--- src/rtl/f1_light_seq.sv ---
// rtl/f1_light_seq.sv - F1-style start-light sequencer and reaction timer
//
// Fills an LIGHTS-wide light bar one light per upstream tick, holds all
// lights for a pseudo-random number of ticks (taken from a free-running
// LFSR), turns them off and then counts clk cycles until the player reacts.
//
// Ports:
//   clk          system clock
//   rst          asynchronous, active-high reset
//   trigger      start request, rising edge starts a sequence from IDLE
//   tick         one-cycle pulse from the upstream tick divider
//   react        player button, level, synchronous to clk
//   tick_en      divider enable, high while filling or holding
//   data_out     light bar, bit 0 = first light
//   rt_cycles    last measured reaction time in clk cycles
//   rt_valid     one-cycle pulse when rt_cycles is updated
//   false_start  one-cycle pulse when react arrives before lights-out
//   busy         high whenever a sequence is in progress
module f1_light_seq #(
  parameter int LIGHTS     = 8,
  parameter int LFSR_WIDTH = 7,
  parameter int RT_WIDTH   = 16
) (
  input  logic                clk,
  input  logic                rst,
  input  logic                trigger,
  input  logic                tick,
  input  logic                react,
  output logic                tick_en,
  output logic [LIGHTS-1:0]   data_out,
  output logic [RT_WIDTH-1:0] rt_cycles,
  output logic                rt_valid,
  output logic                false_start,
  output logic                busy
);

  typedef enum logic [1:0] {
    IDLE = 2'd0,
    FILL = 2'd1,
    HOLD = 2'd2,
    OUT  = 2'd3
  } state_t;

  state_t                state, state_nx;
  logic [LFSR_WIDTH-1:0] lfsr;
  logic [LFSR_WIDTH-1:0] delay_cnt, delay_nx;
  logic [LIGHTS-1:0]     data_nx;
  logic [RT_WIDTH-1:0]   rt_cnt, rt_cnt_nx, rt_cycles_nx;
  logic                  rt_valid_nx, false_start_nx;
  logic                  trig_q, trig_edge, fill_last;

  assign trig_edge = trigger & ~trig_q;
  // All lower lights lit: the next tick completes the bar.
  assign fill_last = &data_out[LIGHTS-2:0];

  assign tick_en = (state == FILL) || (state == HOLD);
  assign busy    = (state != IDLE);

  always_ff @(posedge clk or posedge rst) begin
    if (rst) begin
      state       <= IDLE;
      lfsr        <= LFSR_WIDTH'(1);
      trig_q      <= 1'b0;
      delay_cnt   <= '0;
      rt_cnt      <= '0;
      data_out    <= '0;
      rt_cycles   <= '0;
      rt_valid    <= 1'b0;
      false_start <= 1'b0;
    end else begin
      state       <= state_nx;
      // x^7 + x^3 + 1, free-running in every state so the hold delay
      // depends on when the player pressed trigger.
      lfsr        <= {lfsr[LFSR_WIDTH-2:0], lfsr[LFSR_WIDTH-1] ^ lfsr[2]};
      trig_q      <= trigger;
      delay_cnt   <= delay_nx;
      rt_cnt      <= rt_cnt_nx;
      data_out    <= data_nx;
      rt_cycles   <= rt_cycles_nx;
      rt_valid    <= rt_valid_nx;
      false_start <= false_start_nx;
    end
  end

  always_comb begin
    state_nx       = state;
    data_nx        = data_out;
    delay_nx       = delay_cnt;
    rt_cnt_nx      = rt_cnt;
    rt_cycles_nx   = rt_cycles;
    rt_valid_nx    = 1'b0;
    false_start_nx = 1'b0;
    case (state)
      IDLE: begin
        if (trig_edge) begin
          state_nx = FILL;
          data_nx  = '0;
        end
      end
      FILL: begin
        // A press before lights-out wins over any coincident tick.
        if (react) begin
          data_nx        = '0;
          false_start_nx = 1'b1;
          state_nx       = IDLE;
        end else if (tick) begin
          data_nx = {data_out[LIGHTS-2:0], 1'b1};
          if (fill_last) begin
            delay_nx = lfsr;
            state_nx = HOLD;
          end
        end
      end
      HOLD: begin
        if (react) begin
          data_nx        = '0;
          false_start_nx = 1'b1;
          state_nx       = IDLE;
        end else if (tick) begin
          if (delay_cnt == LFSR_WIDTH'(1)) begin
            data_nx   = '0;
            rt_cnt_nx = '0;
            state_nx  = OUT;
          end else begin
            delay_nx = delay_cnt - 1'b1;
          end
        end
      end
      OUT: begin
        if (react) begin
          rt_cycles_nx = rt_cnt;
          rt_valid_nx  = 1'b1;
          state_nx     = IDLE;
        end else if (~&rt_cnt) begin
          rt_cnt_nx = rt_cnt + 1'b1;
        end
      end
      default: state_nx = IDLE;
    endcase
  end

endmodule

--- config.mk ---
export PLATFORM = sky130hd
export DESIGN_NAME = f1_light_seq
export DESIGN_NICKNAME = d
export VERILOG_FILES = /design/src/rtl/f1_light_seq.sv
export SDC_FILE = /design/constraint.sdc
export NUM_CORES = 1
export LEC_CHECK = 0
export CAP_MARGIN = 20
export CORE_MARGIN = 1.5
export CORE_UTILIZATION = 45
export CTS_CLUSTER_DIAMETER = 150
export DETAILED_ROUTE_END_ITERATION = 8
export PLACE_DENSITY = 0.78
export SYNTH_ARGS = -nofsm -noshare
export SYNTH_HDL_FRONTEND = slang
export SYNTH_SLANG_ARGS = --single-unit
--- constraint.sdc ---
create_clock -name clk -period 2.2 [get_ports clk]
set_input_delay 0.66 -clock clk [delete_from_list [all_inputs] [get_ports clk]]
set_output_delay 0.66 -clock clk [all_outputs]
set_load 0.1 [all_outputs]
==> reports/metrics.yaml <==
sta:
  maxSlewHeadroom_pct: 64.0
  hold_viol_final: 0
  tightest_slew_ps: 535
  slew_viol_final: 0
  fmax_ghz: 0.479
  period_share_pct: 95.0
  fin_hold_ws_ps: 378
  finClkSkew_ps: 10.1
  fin_ws_ps: 110
  setup_viol: 0
  min_period_ps: 2090
placed_design:
  hpwlAfterDp_mm: 4.29
  io_buffers: 32
  post-place-ws_ps: -176
  place.gp.congestion: 0.854
cts:
  cts_resized: 0
  cts_tree: "yes"
  cts.htree.levels: 3
  cts-root-buf: "clkbuf_8"
  clockBufferDepth: 2
  cts_sinks: 59
  cts_hold_buf: 0
  clk_pin_slew_worst_paths_ps: 70
  clkLatencyLatePin_ps: 340
  cts_inserted_buffers: 9
route:
  vias: 2292
  drt_iter0_markers: 104
  postRouteAntennaNets: 0
  firstDrtPassIters: 4
  viasPerCell: 5.46
  drc_errors: 0
  detail_route.wl_per_cell_um: 14.5
  routed_wl_mm: 6.10
synth:
  yosys.area.top_type: "dfrtp_1"
  async_flop_share_pct: 100
  avgSynthCellArea_um2: 10.9
  synth_most_common_cell: "dfrtp_1"
  ys_seq_area_share_pct: 50.1
  synth_seq_cells: 59
  yosysUniqueCellTypes: 53
  synthSimpleGateAreaFrac_pct: 17.1
  synth_top_family_by_area: "simple AND/OR/NAND/NOR gates"
  synthTopCellsByCount: "58 x dfrtp_1, 23 x nand2_1, 20 x inv_1"
  synthXorXnorAreaFrac_pct: 0.297
  synth-adder-area-share_pct: 3.39
  yosys-top-cells-area: "dfrtp_1 49%, mux2_2 6.1%, mux2i_1 4.1%"
  synthesis.area_um2: 2950
  synth_nets: 283
  yosysWarningCount: 0
  synth_edf_count: 0
  synth_compound_area_share_pct: 14.3
  synth_top_area_share_pct: 49.2
  synthCells: 270
  synthMuxAreaShare_pct: 10.7
  synth_flop_cell: "dfrtp_1"
setup_path:
  cp.required_ps: 2420
  max_stage_delay_ps: 560
  worstPathCellList: "ha_1 > nand3_1 > or4_4 > buf_4 > o211ai_4 > nor3_1 > o22a_1"
  worstPathArrival_ps: 2310
  start_kind: "flop"
  worst_setup_path_end_kind: "flop"
  crit_type: "flop to flop"
  worst-path-max-fanout: 9
  reg2regPathDepth: 7
  crit_slowest_cell: "or4_4"
power:
  power_leakage_nw: 1.80
  ir_worst_vdd_mv: 1.07
  powerDensity_nw_per_um2: 1140
die:
  row_count: 29
  die_area_um2: 7050
  die_height_um: 84.0
  core_um2: 6350
  ios: 33
  start_util_pct: 46.4
  die_x_um: 84.0
status:
  outcome: "finished clean"
global_routing:
  grt_max_degree: 30
  gr-usage-all-layers_pct: 18.8
  grt_antenna_before_repair: 0
  grt-ovfl-total: 0
  grt_pass1_wl_mm: 10.7
  grt_pass1_vias: 2333
cells_and_area:
  layout-drive-gt1-share_pct: 33.5
  antenna_cells: 0
  nNetsFinal: 351
  multi_input_area_um2: 1350
  area_delta_synth_final_pct: 31.9
  ff_latch_area_um2: 1490
  nFillCells: 504
min_path:
  min_path_cells: 0
  hold_path.class: "flop to flop"
job:
  max-cap-violations: 0
-- cell families after synthesis --
kind of cell             count (synthesis)
AND/OR/NAND/NOR                         89
flip-flops                              59
AO/OA/AOI/OAI                           55
buffers and inverters                   29
multiplexers                            29
adder cells (fa/ha/maj)                  8
XOR/XNOR                                 1
-- registers in the layout (all words and copies together) (netlist names) --
register	count
data_out	8
state	2
delay_cnt	7
rt_cnt	16
false_start	1
rt_cycles	16
lfsr	7
rt_valid	1
trig_q	1
-- timing repair --
action | 4_1_cts | 5_1_grt
endpoints found under the setup margin | 0 | 7
endpoints found under the hold margin | 0 | 0
buffers inserted | 0 | 3
-- path summary, 6_finish.rpt --
check | startpoint | endpoint | slack, ps
worst min-delay path | lfsr[4] | lfsr[5] | 380
worst min register to register | lfsr[4] | lfsr[5] | 380
worst max register to register | rt_cnt[1] | rt_cnt[9] | 110
max in group asynchronous | rst | rt_cycles[2] | 1020
min in group asynchronous | rst | delay_cnt[4] | 660
worst max-delay path | rt_cnt[1] | rt_cnt[9] | 110
-- per-stage QoR --
stage                     TNS [ps]  std cells  power (mW)  util (%)  area, um^2
final                            0        420        4.43      61.3        3890
after global routing         -5.81        420        4.62      61.3        3890
after CTS                        0        417        4.45      60.9        3870
after detailed placement     -2670        401        3.17      56.8        3610
after global placement       -1680        401        3.14      56.8        3610
after floorplan              -2.11        270        2.67         -        2960
-- worst max-delay path, delay by kind of cell (launching register included) --
kind	cells	cell delay, ps
simple gates	3	760
compound gates	2	510
flops	1	360
fa+ha+maj	1	180
buf+inv	1	170
-- power by group --
group	internal (mW)	switching, mW	total (mW)
combinational	0.646	1.15	1.80
clock	0.844	0.426	1.27
sequential	1.23	0.130	1.36
total	2.72	1.71	4.43
-- cell usage in the layout, fill, tap and decap left out, types with 2 or more instances in the layout --
cell / count
o311ai_0: 2
a21oi_1: 4
o21bai_1: 2
nor4_1: 4
inv_1: 19
bufinv_16: 3
clkbuf_8: 12
a211o_1: 2
nor2_1: 8
nand4_1: 2
dfrtp_2: 7
nand3_1: 13
nand4b_1: 2
o211ai_1: 3
buf_12: 9
buf_4: 53
nor3b_1: 3
o21ai_0: 15
o22a_1: 2
a31oi_1: 3
o21ai_1: 2
o21ai_2: 3
nor2b_1: 3
ha_1: 8
nand2b_1: 6
or4_4: 2
o31ai_1: 5
mux2_2: 16
mux2i_1: 12
nor3_1: 4
nand3b_1: 7
dfrtp_1: 51
clkdlybuf4s50_1: 4
and3_1: 4
nand2_1: 23
o41ai_1: 2
o21a_1: 2
or4_1: 2
-- cell type report --
cell class	instances	share of cell area (%)
clock inverter	4	2.44
sequential	59	38.2
inverter	20	2.03
timing repair buffer	66	15.9
multi-input combinational	182	34.7
clock buffer	12	4.25
tap	77	2.48
-- routing by layer --
| metal | track usage (%) | wire [um] |
|---|---|---|
| met3 | 4.75 | 217 |
| met1 | 24.0 | 2850 |
| met4 | 6.26 | 59 |
| met5 | 0 | 0 |
| met2 | 31.2 | 2970 |
No activity file was read; power rests on OpenSTA's default activity.
